## src/rtl/uart_tx_engine.sv

```systemverilog
// UART transmit engine: start bit, DATA_WIDTH data bits LSB first, optional
// even-parity bit, one stop bit. Every bit lasts (latched clk_div_i + 1) cycles.
// Optional feature macro: UART_TX_PARITY_EN (adds the even-parity bit).
// All outputs are registered; next values are computed from the next state.
module uart_tx_engine #(
   parameter int unsigned DATA_WIDTH = 8,
   parameter int unsigned DIV_WIDTH  = 16
) (
   input  logic                  clk_i,
   input  logic                  rst_i,
   input  logic                  tx_start_i,
   input  logic [DATA_WIDTH-1:0] tx_data_i,
   input  logic [DIV_WIDTH-1:0]  clk_div_i,
   output logic                  tx_o,
   output logic                  busy_o,
   output logic                  done_o,
   output logic                  overrun_o
);

   localparam int unsigned      IDX_W    = (DATA_WIDTH > 1) ? $clog2(DATA_WIDTH) : 1;
   localparam logic [IDX_W-1:0] LAST_IDX = IDX_W'(DATA_WIDTH - 1);

   typedef enum logic [2:0] {IDLE, START, DATA, PARITY, STOP} state_t;

   state_t                r_state, w_state_nxt;
   logic [DIV_WIDTH-1:0]  r_cnt, w_cnt_nxt;
   logic [DIV_WIDTH-1:0]  r_div;
   logic [DATA_WIDTH-1:0] r_data;
   logic [IDX_W-1:0]      r_idx, w_idx_nxt;
   logic                  w_load;
   logic                  w_bit_end;
   logic                  w_tx_nxt;
   logic                  w_done_nxt;
   logic                  r_tx, r_busy, r_done, r_ovr;

   assign w_bit_end = (r_cnt == '0);

   // Next-state, bit-period counter and data-bit index sequencing.
   always_comb begin
      w_state_nxt = r_state;
      w_cnt_nxt   = r_cnt;
      w_idx_nxt   = r_idx;
      w_load      = 1'b0;
      case (r_state)
         IDLE: begin
            if (tx_start_i) begin
               w_load      = 1'b1;
               w_state_nxt = START;
               w_cnt_nxt   = clk_div_i;
            end
         end
         START: begin
            if (w_bit_end) begin
               w_state_nxt = DATA;
               w_cnt_nxt   = r_div;
               w_idx_nxt   = '0;
            end else begin
               w_cnt_nxt = r_cnt - DIV_WIDTH'(1);
            end
         end
         DATA: begin
            if (w_bit_end) begin
               w_cnt_nxt = r_div;
               if (r_idx == LAST_IDX) begin
`ifdef UART_TX_PARITY_EN
                  w_state_nxt = PARITY;
`else
                  w_state_nxt = STOP;
`endif
               end else begin
                  w_idx_nxt = r_idx + IDX_W'(1);
               end
            end else begin
               w_cnt_nxt = r_cnt - DIV_WIDTH'(1);
            end
         end
         PARITY: begin
            if (w_bit_end) begin
               w_state_nxt = STOP;
               w_cnt_nxt   = r_div;
            end else begin
               w_cnt_nxt = r_cnt - DIV_WIDTH'(1);
            end
         end
         STOP: begin
            if (w_bit_end) begin
               w_state_nxt = IDLE;
            end else begin
               w_cnt_nxt = r_cnt - DIV_WIDTH'(1);
            end
         end
         default: begin
            w_state_nxt = IDLE;
         end
      endcase
   end

   // Line level and completion flag for the cycle the next state occupies.
   always_comb begin
      w_tx_nxt = 1'b1;
      case (w_state_nxt)
         START:   w_tx_nxt = 1'b0;
         DATA:    w_tx_nxt = r_data[w_idx_nxt];
         PARITY:  w_tx_nxt = ^r_data;
         default: w_tx_nxt = 1'b1;
      endcase
      w_done_nxt = (w_state_nxt == STOP) && (w_cnt_nxt == '0);
   end

   // State, counters and shadow copies of the accepted request.
   always_ff @(posedge clk_i) begin
      if (rst_i) begin
         r_state <= IDLE;
         r_cnt   <= '0;
         r_idx   <= '0;
         r_div   <= '0;
         r_data  <= '0;
      end else begin
         r_state <= w_state_nxt;
         r_cnt   <= w_cnt_nxt;
         r_idx   <= w_idx_nxt;
         if (w_load) begin
            r_data <= tx_data_i;
            r_div  <= clk_div_i;
         end
      end
   end

   // Registered outputs; a request seen while busy is flagged one cycle later.
   always_ff @(posedge clk_i) begin
      if (rst_i) begin
         r_tx   <= 1'b1;
         r_busy <= 1'b0;
         r_done <= 1'b0;
         r_ovr  <= 1'b0;
      end else begin
         r_tx   <= w_tx_nxt;
         r_busy <= (w_state_nxt != IDLE);
         r_done <= w_done_nxt;
         r_ovr  <= tx_start_i && r_busy;
      end
   end

   assign tx_o      = r_tx;
   assign busy_o    = r_busy;
   assign done_o    = r_done;
   assign overrun_o = r_ovr;

endmodule

```

## config.mk

```make
export PLATFORM = sky130hd
export DESIGN_NAME = uart_tx_engine
export DESIGN_NICKNAME = d
export VERILOG_FILES = /design/src/rtl/uart_tx_engine.sv
export SDC_FILE = /design/constraint.sdc
export NUM_CORES = 1
export LEC_CHECK = 0
export ABC_AREA = 1
export CAP_MARGIN = 40
export CORE_ASPECT_RATIO = 1.5
export CORE_MARGIN = 3
export CORE_UTILIZATION = 35
export CTS_CLUSTER_DIAMETER = 40
export DETAILED_ROUTE_END_ITERATION = 10
export GPL_TIMING_DRIVEN = 1
export HOLD_SLACK_MARGIN = 0.15
export PLACE_DENSITY = 0.61
export SLEW_MARGIN = 15
export SYNTH_ARGS = -nofsm -noshare
export SYNTH_HDL_FRONTEND = slang
export SYNTH_SLANG_ARGS = --single-unit
```

## constraint.sdc

```tcl
create_clock -name clk_i -period 5 [get_ports clk_i]
set_input_delay 0.5 -clock clk_i [delete_from_list [all_inputs] [get_ports clk_i]]
set_output_delay 0.5 -clock clk_i [all_outputs]
set_load 0.1 [all_outputs]
```

# Word level (Yosys, flattened, before mapping)
# Index checks and enable logic that the tools add are counted.
classes:
  addsub: 2
  multipliers: 0
  div_mod_pow: 0
  magnitude_cmp: 1
  eq_ne: 9
  shift: 0
  n_mux: 20
  bitwise: 0
  n_reduce_logical: 8
op_table:
  columns: ["operator", "count"]
  rows:
  - ["16-bit 2-to-1 mux", 3]
  - ["16-bit one-hot mux with 3 select lines", 1]
  - ["16-bit zero test", 2]
  - ["3-bit 2-to-1 mux", 9]
  - ["16-bit by 1-bit subtractor with 16-bit output, second input constant", 1]
  - ["3-bit one-hot mux with 5 select lines", 1]
  - ["3-bit by 2-bit == test with 1-bit output, second input constant", 4]
  - ["3-bit == test, second input constant", 3]
  - ["8-bit parity", 1]
  - ["3-bit by 1-bit == test with 1-bit output, second input constant", 2]
  - ["3-bit one-hot mux with 2 select lines", 1]
  - ["3-bit by 4-bit < comparator with 1-bit output, second input constant", 1]
  - ["3-bit by 1-bit adder with 3-bit output, second input constant", 1]
  - ["1-bit binary-select mux with 3-bit select", 1]
  - ["3-bit zero test", 1]
  - ["1-bit 2-to-1 mux", 3]
  - ["1-bit one-hot mux with 3 select lines", 1]
  - ["3-bit nonzero test", 1]
  - ["3-bit OR reduction", 1]
  - ["1-bit logical AND", 2]
totals:
  regBits: 50
  latch_bits: 0
  mem_bits_rw: 0
  mem_bits_ro: 0
  in_bits: 27
  output_inout_bits: 4
  wordCells: 49
  memories: 0

# Logic depth before layout (Yosys ltp)
# Gate-level depths: netlist of the first run.
logic_depth:
  ltp_word: 7
  mapped_depth: 15

# Worst setup path before layout of the first run
# OpenSTA, ideal clock, no wires.
synth_path:
  path_kind: "register to register"
  from: "register r_cnt[0]"
  to: "register r_tx (netlist: tx_o)"
  arrival_time_ns: 1.746
  required_ns: 4.887
  slack_ns: 3.141
  stages_incl_launch_ff: 16
  synth_period_minus_slack_ns: 1.859
  path_cell_list: "dfxtp_1 -> clkinv_1 -> ha_1 -> nand2_1 -> nor2_8 -> nand2_2 -> buf_6 -> inv_1 -> nand3_2 -> nand3_2 -> nand2_1 -> nand3_1 -> nand2_1 -> nand2_1 -> nand3_1 -> nand2_1"
synth_between:
  elab_chain_len: 6
synth_rtl:
  columns: ["item", "line", "text"]
  rows:
  - ["start, declared", "26", "logic [DIV_WIDTH-1:0] r_cnt, w_cnt_nxt;"]
  - ["start signal, assigned", "120", "r_cnt <= w_cnt_nxt;"]
  - ["16-bit zero test *", "36", "assign w_bit_end = (r_cnt == '0);"]
  - ["3-bit 2-to-1 mux, on equally long branches", "62, 53", null]
  - ["3-bit one-hot mux with 2 select lines", "44", "case (r_state)"]
  - ["1-bit binary-select mux with 3-bit select", "103", "DATA: w_tx_nxt = r_data[w_idx_nxt];"]
  - ["1-bit 2-to-1 mux (not written as such)", "103", null]
  - ["1-bit one-hot mux with 3 select lines *", "101", "case (w_state_nxt)"]
  - ["end signal, assigned", "137", "r_tx <= w_tx_nxt;"]
  - ["end, declared", "34", "logic r_tx, r_busy, r_done, r_ovr;"]
# Mark *: on every way between the ends. The rest lies on a longest branch, timed or not. The select of a mux whose other input is x is not followed.
# A chain may end at the register's enable or synchronous reset.

# Final worst setup path of the first run
layout_path:
  from: "input port tx_start_i"
  to: "register r_done (netlist: done_o)"
layout_between:
  elab_chain_len: 4
layout_rtl:
  columns: ["item", "line", "text"]
  rows:
  - ["start, declared", "11", "input logic tx_start_i,"]
  - ["16-bit 2-to-1 mux or 3-bit 2-to-1 mux (tied branches)", "46", "if (tx_start_i) begin"]
  - ["16-bit one-hot mux with 3 select lines or 3-bit one-hot mux with 5 select lines (tied branches)", "44", null]
  - ["16-bit zero test or 3-bit == test (tied branches)", "107", "w_done_nxt = (w_state_nxt == STOP) && (w_cnt_nxt == '0);"]
  - ["1-bit logical AND *", "107", null]
  - ["end signal, assigned", "139", "r_done <= w_done_nxt;"]
  - ["end, declared", "34", null]
# Mark *: on every way between the ends. The rest lies on a longest branch, timed or not.

==> flow_summary.json, run 1 <==
{
  "result_of_the_run": "finished, final reports clean",
  "drt-initial-drc-count": 262,
  "grt_max_degree": 39,
  "post-synth-top-area-cell": "dfxtp_1",
  "route.final.wire_length_um": 9750,
  "clk_transition_reported_paths_ps": 70,
  "hp-class": "reg2reg",
  "grt_pass1_vias": 3333,
  "clock.fmax_ghz": 0.362,
  "max_transition_margin": 0.609,
  "worstSetupStartpointType": "input pin",
  "die-area_sq_um": 10500,
  "fillerInstances": 1010,
  "critical_path_arrival_ps": 2990,
  "worst_skew_pair.late_latency_ps": 300,
  "root_buffer": "clkbuf_16",
  "detailroute.via_count": 3493,
  "syn_to_final_growth_pct": 17.8,
  "tightestPinTransition_ps": 586,
  "fin_total_pwr_mw": 1.43,
  "ctsResizeCount": 0,
  "synth_edf_count": 0,
  "worstReg2RegStart": "r_state[1]",
  "worstPathRequired_ps": 5240,
  "start_util": 0.364,
  "synthesis.nets": 566,
  "origin_of_the_worst_min_delay_path": "r_div[12]",
  "power_leakage_nw": 1.78,
  "synth.lib_cells_used.distinct": 31,
  "dp_slack_ps": 1960,
  "grt.overflow.total": 0,
  "synth_flop_cell": "dfxtp_1",
  "max_cap_viol_count": 0,
  "grt_util_all_layers": 0.193,
  "final_setup_skew_ps": 7.01,
  "holdBufCountCts": 0,
  "cts_setup_buffers": 0,
  "period_minus_slack_ps": 2760,
  "final.setup.tns_ps": 0,
  "h_tree_levels": 2,
  "syn_inst": 536,
  "placement.io_buffers": 30,
  "synth_top_area_frac": 0.308,
  "post-route-drc-count": 0,
  "worst_slack_ps": 2240,
  "rsz_0062_raised_after_global_routing": "false",
  "slack_of_the_worst_reg_to_reg_path_ps": 2440,
  "fraction_of_final_layout_cells_sized_beyond_drive_strength_1": 0.0708,
  "design.core.area_sq_um": 8930,
  "antenna_cells": 0,
  "hpwl_um": 7090,
  "clkSinkCount": 50,
  "seq_area_frac_synth": 0.308,
  "setup_viol_count_final": 0,
  "floorplan.die.height_um": 124,
  "fin_util": 0.429,
  "post_synth_main_area_contributors": "dfxtp_1 (31%), nand2_1 (20%), nand3_1 (9.2%)",
  "reg2regPathDepth": 15,
  "detailedRoute.firstPassIterationCount": 5,
  "timing.final.crit_share": 0.552,
  "final.hold.worst_slack_ps": 461,
  "route.detailed.vias_per_inst": 5.17,
  "gp_congestion": 0.914,
  "yosys.cell_count.top_type": "nand2_1",
  "timing.rr.end": "done_o",
  "multiInputGateArea_sq_um": 1930,
  "critical_path.endpoint_type": "flip-flop",
  "tritoncts_clock_tree": "done",
  "die_width_um": 84.7,
  "powerDensity_nw_per_um2": 374,
  "timing.setup.critical_path_class": "in2reg",
  "vdd_ir_drop_max_mv": 0.173,
  "rows": 42,
  "hold_end": "r_div[12]",
  "timing.final.hold_violations": 0,
  "most_numerous_cell_types_in_the_synthesized_netlist": "nand2_1 (170), nor2_1 (61), nand3_1 (60)",
  "antenna_found_initial": 0,
  "fin_nets": 595,
  "regArea_sq_um": 1000,
  "grt_first_pass_wirelength_um": 16000,
  "hold_path_depth": 2,
  "share_of_synthesized_flip_flops_with_an_asynchronous_set_or_reset": 0,
  "cts_max_path_buffers": 2,
  "timing.final.max_slew_violations": 0,
  "antenna_violating_nets_post_route": 0,
  "synthesis.area_sq_um": 3250,
  "wire_per_inst_um": 14.4,
  "postSynthRegisterBits": 50,
  "synth_warnings": 0,
  "post_synth.cell_area_avg_sq_um": 6.07,
  "worstPathMaxFanout": 38,
  "top_level_pins": 31,
  "numCtsBuffers": 5
}
how the worst max path moves through the flow:
stage                     startpoint     end  slack, ps  cells past startpoint
final                     tx_start_i  done_o       2240                     13
after global routing      tx_start_i  done_o       2010                     13
after CTS                 tx_start_i  done_o       2270                     13
after detailed placement  tx_start_i  done_o       1960                     13
after global placement    tx_start_i  done_o       2040                     13
after floorplan             r_cnt[0]    tx_o       3140                     15
layout by cell type, fill, tap and decap left out, drive strengths merged, types with 8 or more instances in the layout:
cell           netlist  layout
dfxtp               50      50
inv                 63      63
o21ai               28      28
nor2                71      71
nand4               10      10
nand2              174     174
clkdlybuf4s50        0      30
buf                  7       8
a21oi               30      30
nand3               64      64
state kept, by name (all words and copies together) (netlist names):
register   flops
r_cnt         16
busy_o         1
r_data         8
r_div         16
r_idx          3
tx_o           1
overrun_o      1
r_state        3
done_o         1
kinds of logic after synthesis:
group / share of synthesized area
buffers and inverters: 0.0992
AND/OR/NAND/NOR: 0.457
AO/OA/AOI/OAI: 0.100
flip-flops: 0.308
XOR/XNOR: 0.0242
adder cells (fa/ha/maj): 0.0115
power breakdown:
part           total, mW  internal [mW]  switching [mW]
sequential         0.483          0.442          0.0409
combinational      0.617          0.205           0.412
clock              0.335          0.184           0.151
stage by stage:
| step | area (sq um) | std cells |
|---|---|---|
| floorplan | 3250 | 536 |
| global placement | 3640 | 664 |
| detailed placement | 3700 | 668 |
| CTS | 3830 | 675 |
| global route | 3830 | 675 |
| finish | 3830 | 675 |
critical path: stages:
cell             delay [ps]
clkdlybuf4s50_1         670
nand2_1                 170
buf_4                   390
inv_1                   390
nand2_1                 180
nand2_1                  60
a21oi_1                 130
nand2_1                  60
o21ai_1                 100
nand2_1                  70
nor2_1                  120
nand2_1                  70
nor2_2                   70
cell type report:
| type | instances | share of cell area |
|---|---|---|
| Sequential cell | 50 | 0.261 |
| Tap cell | 110 | 0.0359 |
| Clock buffer | 7 | 0.0346 |
| Inverter | 64 | 0.0627 |
| Multi-Input combinational cell | 406 | 0.504 |
| Timing Repair Buffer | 38 | 0.102 |
routing by layer:
metal  global-route usage  share of wire
met5                    0              0
met4               0.0911          0.032
met3               0.0245          0.045
met2                0.372           0.53
met1                0.205           0.39
(Power assumes the default switching activity.)
==> run 2, diff against run 1 <==
Clock period 5 ns to 2.8 ns, I/O delays scaled along.
==> flow_summary.json, run 2 (same netlist as run 1, synthesis figures left out) <==
{
  "clk_transition_reported_paths_ps": 70,
  "critical_path.endpoint_type": "flip-flop",
  "final_standard_cell_area_without_fillers_sq_um": 3820,
  "worst_skew_pair.late_latency_ps": 300,
  "grt.overflow.total": 0,
  "drt-initial-drc-count": 183,
  "grt_pass1_vias": 3442,
  "worstSetupStartpointType": "flip-flop",
  "max_transition_margin": 0.671,
  "slack_of_the_worst_reg_to_reg_path_ps": 440,
  "critPathMostFrequentCell": "nand2_1",
  "root_buffer": "clkbuf_16",
  "timing.final.max_slew_violations": 0,
  "detailedRoute.firstPassIterationCount": 4,
  "wire_per_inst_um": 14.2,
  "fillerInstances": 1008,
  "place_area_sq_um": 3670,
  "crit_path_start": "r_cnt[0]",
  "post-route-drc-count": 0,
  "timing.setup.critical_path_class": "reg2reg",
  "numCtsBuffers": 5,
  "gp_congestion": 0.970,
  "route.final.wire_length_um": 9650,
  "layout.cells.most_common": "nand2_1",
  "tritoncts_clock_tree": "done",
  "vdd_ir_drop_max_mv": 0.310,
  "critical-path-max-stage-delay_ps": 360,
  "origin_of_the_worst_min_delay_path": "busy_o",
  "global_route.peak_usage_layer": "met2",
  "reg.largest.list": "r_cnt (16), r_div (16), r_data (8)",
  "route.detailed.vias_per_inst": 5.08,
  "powerDensity_nw_per_um2": 671,
  "final.setup.tns_ps": 0,
  "final.hold.worst_slack_ps": 435,
  "timing.rr.end": "done_o",
  "fraction_of_final_layout_cells_sized_beyond_drive_strength_1": 0.0845,
  "dp.cells": 670,
  "grt_use_met2": 0.362,
  "reg2regPathDepth": 14,
  "cts_setup_buffers": 0,
  "fin_total_pwr_mw": 2.56,
  "result_of_the_run": "finished, final reports clean",
  "grt_max_degree": 38,
  "cp_slowest_cell": "dfxtp_1",
  "floorplan.die.height_um": 124,
  "max_cap_viol_count": 0,
  "power.internal_mw": 1.50,
  "grt_first_pass_wirelength_um": 16000,
  "top_level_pins": 31,
  "h_tree_levels": 2,
  "rows": 42,
  "final_setup_skew_ps": 5.25,
  "critical_path_arrival_ps": 2560,
  "final_cell_mix": "nand2_1 (170), nor2_1 (61), nand3_1 (60), inv_1 (59), dfxtp_1 (50)",
  "met3_track_demand_over_resource": 0.0245,
  "power_leakage_nw": 1.79,
  "timing.final.crit_share": 0.842,
  "clkSinkCount": 50,
  "antenna_cells": 0,
  "syn_to_final_growth_pct": 17.5,
  "cts_max_path_buffers": 2,
  "worst_path_cell_chain": "clkinv_1 -> ha_1 -> nand2_1 -> nor2_8 -> nand2_2 -> nand2_1 -> nand3_1 -> nand2_1 -> nand2_1 -> nand2_1 -> nand2_1 -> nor2_1 -> nand2_1 -> nor2_2",
  "placement.io_buffers": 30,
  "antenna_found_initial": 0,
  "worstPathRequired_ps": 3000,
  "timing.final.hold_violations": 0,
  "fin_nets": 597,
  "setup_viol_count_final": 0,
  "layoutNonFillerInstCount": 678,
  "worst_setup_path_endpoint": "done_o",
  "period_minus_slack_ps": 2360,
  "power.combinational.fraction": 0.417,
  "start_util": 0.364,
  "power.share.clock": 0.244,
  "die_width_um": 84.7,
  "ctsResizeCount": 0,
  "share_seq_of_total_power": 0.339,
  "switching_share": 0.413,
  "grt_util_all_layers": 0.191,
  "worstPathMaxFanout": 11,
  "hp-class": "reg2reg",
  "detailroute.via_count": 3445,
  "clock.fmax_ghz": 0.424,
  "design.core.area_sq_um": 8930,
  "worstReg2RegStart": "r_cnt[0]",
  "global_route.usage.met1": 0.201,
  "netSwitchingPower_mw": 1.06,
  "die-area_sq_um": 10500,
  "hpwl_um": 7290,
  "holdBufCountCts": 0,
  "rsz_0062_raised_after_global_routing": "false",
  "antenna_violating_nets_post_route": 0,
  "tightestPinTransition_ps": 492
}
-- run 2: how the worst min path moves through the flow --
stage                            end  cells past startpoint
after floorplan           r_state[2]                      1
after global placement     overrun_o                      2
after detailed placement   overrun_o                      2
after CTS                  overrun_o                      2
after global routing       overrun_o                      2
final                      overrun_o                      2
-- run 2: metal layers --
metal | vias to the layer above | share of wire | wire (um)
met2 | 73 | 0.53 | 5110
met3 | 29 | 0.034 | 331
li1 | 1768 | - | -
met4 | 0 | 0.040 | 382
met5 | - | 0 | 0
met1 | 1575 | 0.40 | 3830
-- run 2: power groups by stage --
stage	combinational (mW)	sequential [mW]	clock (mW)
final	1.07	0.868	0.627
after global routing	1.21	0.878	0.663
after CTS	1.06	0.866	0.642
after detailed placement	1.06	0.881	0
after global placement	1.05	0.879	0
after floorplan	0.770	0.897	0
-- run 2: per-stage QoR --
stage	utilization	worst slack (ps)
2_1_floorplan	-	941
3_3_place_gp	0.411	516
3_5_place_dp	0.411	473
4_1_cts	0.428	461
5_1_grt	0.428	229
6_report	0.428	442
-- run 2: worst max-delay path: cells and delay by family, from the launching register on --
kind | cells | cell delay (ps)
fa+ha+maj | 1 | 310
buf+inv | 1 | 230
flops | 1 | 360
simple gates | 12 | 1390
-- run 2: layout make-up --
class	count	area, sq um	area share
multi-input combinational	406	1930	0.505
sequential	50	1000	0.262
timing repair buffer	40	365	0.0956
inverter	64	240	0.0629
clock buffer	7	143	0.0373
tap	110	138	0.0360
clock inverter	1	5.00	0.00131
==> run 3, diff against run 2 <==
Clock period 2.8 ns to 2.2 ns, I/O delays scaled along.
==> flow_summary.json, run 3 (same netlist as run 1, synthesis figures left out) <==
{
  "numCtsBuffers": 5,
  "route.final.wire_length_um": 9820,
  "max_transition_margin": 0.647,
  "wire_per_inst_um": 14.2,
  "grt_pass1_vias": 3502,
  "fin_util": 0.446,
  "worstSetupStartpointType": "flip-flop",
  "clk_transition_reported_paths_ps": 80,
  "route.detailed.vias_per_inst": 5.04,
  "reg.largest.list": "r_cnt (16), r_div (16), r_data (8)",
  "holdBufCountCts": 0,
  "dp_slack_ps": 106,
  "layout.cells.most_common": "nand2_1",
  "dp.cells": 685,
  "worst_slack_ps": 191,
  "drt-initial-drc-count": 198,
  "grt_util_all_layers": 0.196,
  "placement.io_buffers": 30,
  "design.core.area_sq_um": 8930,
  "detailroute.via_count": 3490,
  "fin_nets": 612,
  "fin_total_pwr_mw": 3.43,
  "max_cap_viol_count": 0,
  "timing.final.hold_violations": 0,
  "post-route-drc-count": 0,
  "start_util": 0.364,
  "critical_path.endpoint_type": "flip-flop",
  "worstPathRequired_ps": 2450,
  "h_tree_levels": 2,
  "final_cell_mix": "nand2_1 (168), nand3_1 (60), nor2_1 (59), inv_1 (57), dfxtp_1 (50)",
  "top_level_pins": 31,
  "detailedRoute.firstPassIterationCount": 5,
  "final.hold.worst_slack_ps": 447,
  "worst_skew_pair.late_latency_ps": 300,
  "grt_max_degree": 22,
  "rsz_0062_raised_after_global_routing": "false",
  "layoutNonFillerInstCount": 693,
  "timing.final.max_slew_violations": 0,
  "critical_path_arrival_ps": 2250,
  "final_standard_cell_area_without_fillers_sq_um": 3980,
  "rows": 42,
  "die_width_um": 84.7,
  "syn_to_final_growth_pct": 22.5,
  "worstPathMaxFanout": 6,
  "result_of_the_run": "finished, final reports clean",
  "powerDensity_nw_per_um2": 861,
  "vdd_ir_drop_max_mv": 0.503,
  "die-area_sq_um": 10500,
  "cts_max_path_buffers": 2,
  "final.setup.tns_ps": 0,
  "timing.setup.critical_path_class": "reg2reg",
  "floorplan.die.height_um": 124,
  "antenna_found_initial": 0,
  "antenna_cells": 0,
  "hpwl_um": 7540,
  "clkSinkCount": 50,
  "gp_congestion": 0.935,
  "hp-class": "reg2reg",
  "tightestPinTransition_ps": 529,
  "final_setup_skew_ps": 8.09,
  "antenna_violating_nets_post_route": 0,
  "grt.overflow.total": 0,
  "setup_viol_count_final": 0,
  "timing.final.crit_share": 0.913,
  "root_buffer": "clkbuf_16",
  "place_area_sq_um": 3800,
  "power_leakage_nw": 1.87,
  "tritoncts_clock_tree": "done",
  "fraction_of_final_layout_cells_sized_beyond_drive_strength_1": 0.125,
  "clock.fmax_ghz": 0.498,
  "period_minus_slack_ps": 2010,
  "grt_first_pass_wirelength_um": 16300
}
-- run 3: cell count changes in the layout (fill, tap and decap cells not counted), sizes merged --
cell / delta
buf: +15
clkbuf: -2
clkinvlp: +2
clkinv: -1
inv: +1
-- run 3: routing by layer --
layer  vias to the layer above  track usage  share of wire
met5                         -            0              0
met4                         0       0.0871          0.028
met3                        18       0.0238          0.037
met2                       101        0.377           0.54
met1                      1580        0.212           0.39
li1                       1791            -              -
-- run 3: final timing paths --
check	slack (ps)	cells after the start	to	startpoint
worst max-delay path	190	12	done_o	r_cnt[11]
worst min-delay path	450	2	overrun_o	busy_o
worst max register to register	190	12	done_o	r_cnt[11]
worst min register to register	450	2	overrun_o	busy_o
-- run 3: what timing repair did --
item,in CTS,in global routing
gates resized for setup,0,12
endpoints found under the hold margin,0,0
setup endpoints to repair,0,3
setup buffers,0,0
-- run 3: critical path: stages, from the launching register on --
cell and delay, ps:
dfxtp_1 360, nor2_1 230, nand2_1 160, nor2_4 190, nand2_1 160, buf_4 190, nand3_1 80, nand4_1 110
nor2_1 120, nand2_1 100, nor2_1 110, nand2_1 80, nor2_2 70
-- run 3: area by class of cell --
cell class / count / area [sq um]
Inverter: 64 / 240
Sequential cell: 50 / 1000
Timing Repair Buffer: 55 / 494
Multi-Input combinational cell: 406 / 1960
Tap cell: 110 / 138
Clock buffer: 5 / 125
Clock inverter: 3 / 23.8
Fill cell: 972 / 4950
-- run 3: where the power goes --
part	internal [mW]	leakage [nW]	switching, mW	total, mW
Sequential	1.00	0.411	0.0894	1.09
Combinational	0.563	1.40	0.961	1.52
Clock	0.427	0.0664	0.386	0.812
Total	1.99	1.87	1.44	3.43
